### src/rtl/fifo_arb_pkg.sv
// Shared types and helpers for the FIFO write-port arbiter.
package fifo_arb_pkg;

    typedef enum logic {
        IDLE = 1'b0,
        BUSY = 1'b1
    } arb_state_t;

    function automatic int idx_w(input int n);
        return (n > 1) ? $clog2(n) : 1;
    endfunction

endpackage

### src/rtl/fifo_wr_arbiter_rr_pick.sv
// Rotating priority encoder: first set request after last_idx, modulo N_REQ.
module rr_pick
    import fifo_arb_pkg::*;
#(
    parameter int N_REQ = 4,
    parameter int IW    = idx_w(N_REQ)
) (
    input  logic [N_REQ-1:0] req,
    input  logic [IW-1:0]    last_idx,
    output logic             any,
    output logic [IW-1:0]    idx
);

    always_comb begin
        logic [IW-1:0] j;
        any = 1'b0;
        idx = '0;
        j   = '0;
        for (int k = 1; k <= N_REQ; k++) begin
            j = IW'((int'(last_idx) + k) % N_REQ);
            if (!any && req[j]) begin
                any = 1'b1;
                idx = j;
            end
        end
    end

endmodule

### src/rtl/fifo_wr_arbiter.sv
// Round-robin arbiter sharing the FIFO write port among N_REQ
// burst requesters; a grant is held until last beat or MAX_BURST.
module fifo_wr_arbiter
    import fifo_arb_pkg::*;
#(
    parameter int N_REQ     = 4,
    parameter int DW        = 8,
    parameter int MAX_BURST = 16
) (
    input  logic                clka,
    input  logic                resetb,
    input  logic [N_REQ-1:0]    req_valid,
    input  logic [N_REQ*DW-1:0] req_data,
    input  logic [N_REQ-1:0]    req_last,
    output logic [N_REQ-1:0]    req_ready,
    input  logic                fifo_full,
    output logic                fifo_wr,
    output logic [DW-1:0]       fifo_din,
    output logic [N_REQ-1:0]    grant_oh,
    output logic                busy
);

    localparam int IW = idx_w(N_REQ);
    localparam int CW = idx_w(MAX_BURST);
    localparam logic [CW-1:0] LAST_BEAT = CW'(MAX_BURST - 1);
    localparam logic [IW-1:0] LAST_REQ  = IW'(N_REQ - 1);

    arb_state_t    state, state_n;
    logic [IW-1:0] grant_idx, grant_n;
    logic [IW-1:0] last_idx, last_n;
    logic [CW-1:0] beat_cnt, cnt_n;
    logic          pick_any;
    logic [IW-1:0] pick_idx;
    logic [DW-1:0] data_arr [N_REQ];

    for (genvar i = 0; i < N_REQ; i++) begin : g_unpack
        assign data_arr[i] = req_data[i*DW +: DW];
    end

    rr_pick #(
        .N_REQ (N_REQ),
        .IW    (IW)
    ) u_pick (
        .req      (req_valid),
        .last_idx (last_idx),
        .any      (pick_any),
        .idx      (pick_idx)
    );

    always_ff @(posedge clka) begin
        if (!resetb) begin
            state     <= IDLE;
            grant_idx <= '0;
            last_idx  <= LAST_REQ;
            beat_cnt  <= '0;
        end else begin
            state     <= state_n;
            grant_idx <= grant_n;
            last_idx  <= last_n;
            beat_cnt  <= cnt_n;
        end
    end

    always_comb begin
        state_n = state;
        grant_n = grant_idx;
        last_n  = last_idx;
        cnt_n   = beat_cnt;
        unique case (state)
            IDLE: begin
                if (pick_any) begin
                    grant_n = pick_idx;
                    cnt_n   = '0;
                    state_n = BUSY;
                end
            end
            BUSY: begin
                // full or idle owner leaves state and count untouched
                if (fifo_wr) begin
                    if (req_last[grant_idx] ||
                        beat_cnt == LAST_BEAT) begin
                        state_n = IDLE;
                        last_n  = grant_idx;
                        cnt_n   = '0;
                    end else begin
                        cnt_n = beat_cnt + 1'b1;
                    end
                end
            end
            default: state_n = IDLE;
        endcase
    end

    always_comb begin
        req_ready = '0;
        fifo_wr   = 1'b0;
        fifo_din  = '0;
        grant_oh  = '0;
        busy      = 1'b0;
        if (state == BUSY) begin
            busy                 = 1'b1;
            grant_oh[grant_idx]  = 1'b1;
            req_ready[grant_idx] = ~fifo_full;
            fifo_wr  = req_valid[grant_idx] & ~fifo_full;
            fifo_din = data_arr[grant_idx];
        end
    end

endmodule

### config.mk
export PLATFORM = sky130hd
export DESIGN_NAME = fifo_wr_arbiter
export DESIGN_NICKNAME = d
export VERILOG_FILES = /design/src/rtl/fifo_arb_pkg.sv /design/src/rtl/fifo_wr_arbiter_rr_pick.sv /design/src/rtl/fifo_wr_arbiter.sv
export SDC_FILE = /design/constraint.sdc
export NUM_CORES = 1
export LEC_CHECK = 0
export ABC_AREA = 1
export ABC_CLOCK_PERIOD_IN_PS = 1400
export BUFFER_PORTS_ARGS = -buffer_cell sky130_fd_sc_hd__buf_2
export CAP_MARGIN = 20
export CORE_MARGIN = 5
export CORE_UTILIZATION = 39
export CTS_CLUSTER_DIAMETER = 50
export DETAILED_ROUTE_END_ITERATION = 7
export PLACE_DENSITY_LB_ADDON = 0.12
export RECOVER_POWER = 100
export SYNTH_ARGS = -nofsm -noshare
export SYNTH_HDL_FRONTEND = slang
export SYNTH_SLANG_ARGS = --single-unit
### constraint.sdc
create_clock -name clka -period 1.4 [get_ports clka]
set_input_delay 0.07 -clock clka [delete_from_list [all_inputs] [get_ports clka]]
set_output_delay 0.07 -clock clka [all_outputs]
set_load 0.02 [all_outputs]
==> out/results.tsv, run 1 <==
stage	metric	value	unit
worst_setup_path	slowest CP cell	dfxtp_4	
die	IO Count	61	
placement	DP HPWL	2.91	mm
timing	# setup viols final	15	
synth	top-area cell type share of the netlist area	17.4	%
min_path	hold-critical path depth	3	
synth	Ys Warns	0	
final_layout	diode count	0	
worst_setup_path	reg2reg setup slack	-30	ps
placement	Post-Place Setup Slack	-146	ps
timing	Final Hold Fails	0	
power_and_ir_drop	peak supply drop	0.681	mV
synth	Post-synth EDFFs	0	
power_and_ir_drop	Static Leakage	0.913	nW
power_and_ir_drop	pwr dens	829	nW/um^2
worst_setup_path	crit start category	flip-flop	
final_layout	# nets final	291	
min_path	Hold Startpoint	resetb	
grt	first-pass GRT wire length	5.56	mm
worst_setup_path	Reg2Reg Depth	8	
clock_network	clock-pin slew of the registers on the worst-case setup and hold paths	60	ps
synth	syn_nets	205	
synth	top-count cell post-synth	nand2_1	
clock_network	H-tree levels	1	
route	Routed Antenna Nets	0	
worst_setup_path	CP top delay family	flip-flops	
synth	post-synthesis sequential area ratio	17.4	%
die	die width	61.6	um
grt	GRT Total Usage	19.1	%
synth	Syn Inst Count	161	
synth	area of the mapped netlist	1040	um^2
grt	vias in the first global route	1384	
run	max cap viols	0	
synth	asr flop ratio synth	0	%
synth	top cell type by total area after synthesis	dfxtp_1	
clock_network	CTS Sinks	9	
grt	pin count of the biggest net entering global routing	17	
clock_network	CTS max path bufs	2	
placement	cell count after placement	262	
final_layout	share of layout cells above drive strength 1	64.2	%
timing	crit path time final	1530	ps
worst_setup_path	Crit path largest cell delay	400	ps
power_and_ir_drop	Clock Power Share	13.5	%
synth	Main synth FF type	dfxtp_1	
grt	grt total ovfl	0	
clock_network	Clock Latency Late Sink	270	ps
route	Initial DRC Count	78	
die	Cell Rows	18	
die	Core ar.	2500	um^2
run_status	failing checks	negative setup slack	
die	die area	3790	um^2
synth	commonest cells in the netlist	nand2_1 (33), a22oi_1 (16), nor2_1 (16), a21oi_1 (14), nand3_1 (13)	
grt	initial antenna violation count	0	
placement	routability cong.	0.770	
worst_setup_path	reg-to-reg critical path endpoint	beat_cnt[3]	
route	Vias/cell	5.29	
worst_setup_path	Worst EP required	1330	ps
power_and_ir_drop	switching part of the total	45.3	%
timing	Worst slew margin	83.1	%
worst_setup_path	Buf/Inv on CP	3	
synth	synthesized flop and latch total	9	
final_layout	Post-Layout Cell Count	276	
power_and_ir_drop	Gate power share	65.8	%
route	DRC viols	0	
timing	Period Utilization, post-route	109	%
placement	I/O Buffers	60	
worst_setup_path	WP data arrival	1460	ps
die	Die Span Y	61.6	um
synth	Area contributors post-synth	dfxtp_1 (17%), nand2_1 (12%), a22oi_1 (12%)	
worst_setup_path	CP Max Fanout	4	
route	vias	1459	
clock_network	root buf cell	clkbuf_4	
clock_network	CTS Buf Count	3	
worst_setup_path	reg-to-reg startpoint	beat_cnt[0]	
clock_network	CTS tree	done	
timing	Fmax	655	MHz
power_and_ir_drop	Sw Pwr	0.693	mW
min_path	WHS Endpoint	grant_idx[0]	
timing	Slew @ Worst Pin	254	ps
timing	clk_skew	5.26	ps
route	DRT Wirelength	4.02	mm
worst_setup_path	Setup Crit Path Kind	reg -> out	
timing	unrepaired setup endpoints after global routing	yes	
route	Avg WL per Cell	14.6	um
timing	Final Max Slew Viols	0	
run_status	status	finished with violations	
synth	library cells used by synthesis	27	
power_and_ir_drop	Internal Pwr Total	0.836	mW
final_layout	P&R area growth vs syn	77.8	%
min_path	Hold WC Path Type	in -> reg	
worst_setup_path	cell chain of the critical path	inv_4 -> nor2_4 -> buf_6 -> a22oi_1 -> a21oi_1 -> buf_4	
worst_setup_path	CP Capture Type	output port	
timing	Final WS setup	-126	ps
power_and_ir_drop	sequential power share	20.8	%
route	Initial DRT Pass Iterations	6	
die	Initial Util	41.5	%
synth	mean post-synth cell area	6.44	um^2
final_layout	post-layout util	73.8	%
## registers in the layout, summed over array words and instances, names as in the netlist
register / cells
state: 1
grant_idx: 2
last_idx: 2
beat_cnt: 4
## cells in the final DEF (no fill, tap or decap), types with 4 or more instances in the layout
cell type | Yosys | routed
nor2_1 | 16 | 11
nand3_2 | 2 | 4
a21oi_2 | 1 | 6
buf_4 | 1 | 26
nand3_1 | 13 | 11
nand2_4 | 4 | 10
dfxtp_4 | 0 | 4
a21oi_1 | 14 | 9
inv_4 | 3 | 5
a22oi_2 | 0 | 6
nand2_1 | 33 | 21
a22oi_1 | 16 | 10
dfxtp_1 | 9 | 5
nor2_4 | 3 | 7
inv_1 | 12 | 11
nand2_2 | 8 | 14
buf_6 | 2 | 12
buf_2 | 0 | 43
## what timing repair did
item | 4_1_cts | 5_1_grt
endpoints found under the setup margin | 24 | 22
pin swaps | 7 | 14
gates resized for setup | 37 | 51
hold buffers | 0 | 0
gates cloned | 1 | 0
buffers inserted | 4 | 5
## final cells by class
type | count | area, um^2
Inverter | 22 | 113
Fill cell | 188 | 656
Clock buffer | 4 | 26.3
Tap cell | 30 | 37.5
Sequential cell | 9 | 195
Multi-Input combinational cell | 126 | 908
Timing Repair Buffer | 85 | 564
## metrics by stage
stage                     hold WS (ps)  area (um^2)  TNS, ps  power [mW]
after detailed placement           334         1450     -793        1.07
after global placement             328         1450     -110        1.05
after CTS                         58.8         1640     -783        1.40
after global routing              81.0         1840    -2290        1.63
final                             67.3         1840     -797        1.53
after floorplan                    169         1040        0       0.809
## worst min-delay path: stages
cell and delay, ps:
buf_2 140, o21ai_2 60, nor2_1 40
## cells by family after synthesis
group	synth area share, %
AO/OA/AOI/OAI	24.4
XOR/XNOR	1.69
adder cells (fa/ha/maj)	1.21
buffers and inverters	11.9
flip-flops	17.4
AND/OR/NAND/NOR	43.4
## how the worst max path moves through the flow
stage          slack (ps)  cells after the start           end    startpoint
2_1_floorplan          70                     11  grant_idx[0]   last_idx[0]
3_3_place_gp          -40                      9  grant_idx[0]   last_idx[0]
3_5_place_dp         -150                      9  grant_idx[0]   last_idx[0]
4_1_cts              -100                      7       fifo_wr  grant_idx[1]
5_1_grt              -180                      8   beat_cnt[3]   beat_cnt[1]
6_report             -130                      6   fifo_din[4]  grant_idx[1]
## power by group through the flow
stage               registers [mW]  logic (mW)  clock network, mW
global placement             0.311       0.736                  0
detailed placement           0.313       0.757                  0
finish                       0.318        1.01              0.206
global route                 0.322        1.08              0.223
floorplan                    0.312       0.497                  0
CTS                          0.314       0.875              0.212
## per-layer routing
layer  vias up  GRT usage, %  wire, um  share of wire, %
met5         -             0         0                 0
met4         0          6.36       142               3.5
met3        18          3.77       460                11
met2        73          37.1      1980                49
met1       664          20.0      1430                36
li1        704             -         -                 -
(Power assumes the default switching activity.)
==> run 2: changes to the inputs <==
CTS_BUF_LIST = sky130_fd_sc_hd__clkbuf_16   (was not set)
==> run 2 against run 1 <==
The run still ends with negative setup slack left. Die area unchanged. Worst setup slack improved by 67 ps. Fmax increased by 4.6%. Register-to-register slack worse by 30 ps. Cell count grew 0.36%. Sequential power about the same. Critical path type is now reg -> reg. Largest power group unchanged.
==> out/results.tsv, run 2 (synthesized netlist as in run 1, its figures left out) <==
stage	metric	value	unit
run_status	status	finished with violations	
run_status	failing checks	negative setup slack	
route	Avg WL per Cell	14.5	um
grt	pin count of the biggest net entering global routing	17	
clock_network	H-tree levels	1	
worst_setup_path	reg2reg setup slack	-60	ps
worst_setup_path	Reg2Reg Depth	9	
grt	vias in the first global route	1418	
timing	clk_skew	1.93	ps
final_layout	# nets final	292	
route	DRC viols	0	
route	Routed Antenna Nets	0	
timing	Final Hold Fails	0	
clock_network	clock-pin slew of the registers on the worst-case setup and hold paths	40	ps
worst_setup_path	Setup Crit Path Kind	reg -> reg	
die	Core ar.	2500	um^2
min_path	Hold WC Path Type	in -> reg	
power_and_ir_drop	PnR Total Power	1.77	mW
clock_network	cts hold-fix bufs	0	
die	Initial Util	41.5	%
placement	I/O Buffers	60	
route	Initial DRT Pass Iterations	4	
power_and_ir_drop	peak supply drop	1.16	mV
worst_setup_path	crit start category	flip-flop	
final_layout	diode count	0	
grt	GRT Total Usage	20.2	%
timing	Min Hold Slack	112	ps
power_and_ir_drop	Static Leakage	0.929	nW
timing	Slew @ Worst Pin	285	ps
final_layout	share of layout cells above drive strength 1	60.3	%
placement	DP HPWL	2.91	mm
grt	first-pass GRT wire length	5.96	mm
worst_setup_path	reg-to-reg startpoint	grant_idx[0]	
die	IO Count	61	
worst_setup_path	reg-to-reg critical path endpoint	beat_cnt[2]	
worst_setup_path	CP Capture Type	flip-flop	
timing	# setup viols final	16	
power_and_ir_drop	pwr dens	974	nW/um^2
grt	initial antenna violation count	0	
route	Vias/cell	5.26	
clock_network	CTS Buf Count	3	
timing	Worst slew margin	80.8	%
timing	Fmax	685	MHz
die	Cell Rows	18	
worst_setup_path	Worst EP required	1570	ps
worst_setup_path	CP Max Fanout	5	
timing	crit path time final	1460	ps
run	max cap viols	0	
die	die area	3790	um^2
timing	Final WS setup	-59.3	ps
clock_network	root buf cell	clkbuf_16	
timing	Final Max Slew Viols	0	
worst_setup_path	WP data arrival	1630	ps
final_layout	most frequent cells in the layout	buf_2 (46), buf_4 (29), nand2_1 (22)	
final_layout	most common cell after layout, fill and taps aside	buf_2	
final_layout	P&R area growth vs syn	75.6	%
min_path	hold-critical path depth	2	
die	die width	61.6	um
route	DRT Wirelength	4.02	mm
route	vias	1456	
clock_network	CTS max path bufs	2	
die	Die Span Y	61.6	um
final_layout	Largest regs	beat_cnt x4, grant_idx x2, last_idx x2	
timing	unrepaired setup endpoints after global routing	yes	
clock_network	CTS Sinks	9	
clock_network	Clock Latency Late Sink	230	ps
grt	grt total ovfl	0	
final_layout	Biggest register	beat_cnt	
placement	routability cong.	0.770	
clock_network	CTS tree	done	
timing	Period Utilization, post-route	104	%
route	Initial DRC Count	131	
min_path	Hold Startpoint	resetb	
min_path	WHS Endpoint	last_idx[1]	
final_layout	max reg flops	4	
## run 2: stage by stage
step                      util (%)  setup WS [ps]  instance area [um^2]  cells  TNS (ps)
after floorplan                  -           70.2                  1040    161         0
after global placement        58.2          -37.9                  1450    262      -110
after detailed placement      58.2           -146                  1450    262      -793
after CTS                     66.9          -71.0                  1670    269      -332
after global routing          72.9           -159                  1820    277     -2040
final                         72.9          -59.3                  1820    277      -567
## run 2: report_power, final
part / internal [mW] / total, mW / leakage [nW] / switching, mW
logic: 0.417 / 0.957 / 0.812 / 0.540
clock network: 0.373 / 0.500 / 0.0423 / 0.126
registers: 0.280 / 0.317 / 0.0752 / 0.0369
total: 1.07 / 1.77 / 0.929 / 0.703
## run 2: worst max-delay path, cell delays in order, from the launching register on
cell	delay [ps]
dfxtp_4	390
nor2_4	70
buf_6	110
nand2_2	50
nand2_2	60
a21oi_4	130
nand3_4	160
nor3_4	240
nand2_2	70
a21oi_2	120
## run 2: layout make-up
class	count	area [um^2]
timing repair buffer	86	536
sequential	9	196
clock buffer	3	75.1
clock inverter	1	3.75
fill	189	678
multi-input combinational	126	876
tap	30	37.5
inverter	22	97.6
## run 2: timing repair
item / CTS / global route
endpoints found under the hold margin: 0 / 0
pin swaps: 6 / 17
endpoints found under the setup margin: 21 / 21
cloned: 0 / 1
resized for setup: 32 / 24
buffers inserted: 3 / 7
## run 2: metal layers
metal	routed length, um	vias to the layer above	track usage (%)
met2	2030	75	40.1
li1	-	709	-
met3	444	14	2.73
met1	1450	658	22.7
met5	0	-	0
met4	97	0	3.64
## run 2: worst max-delay path by stage
stage                            start      endpoint  slack [ps]
after CTS                 grant_idx[1]       fifo_wr         -70
after detailed placement   last_idx[0]  grant_idx[0]        -150
final                     grant_idx[0]   beat_cnt[2]         -60
after floorplan            last_idx[0]  grant_idx[0]          70
after global routing       last_idx[0]  grant_idx[1]        -160
after global placement     last_idx[0]  grant_idx[0]         -40
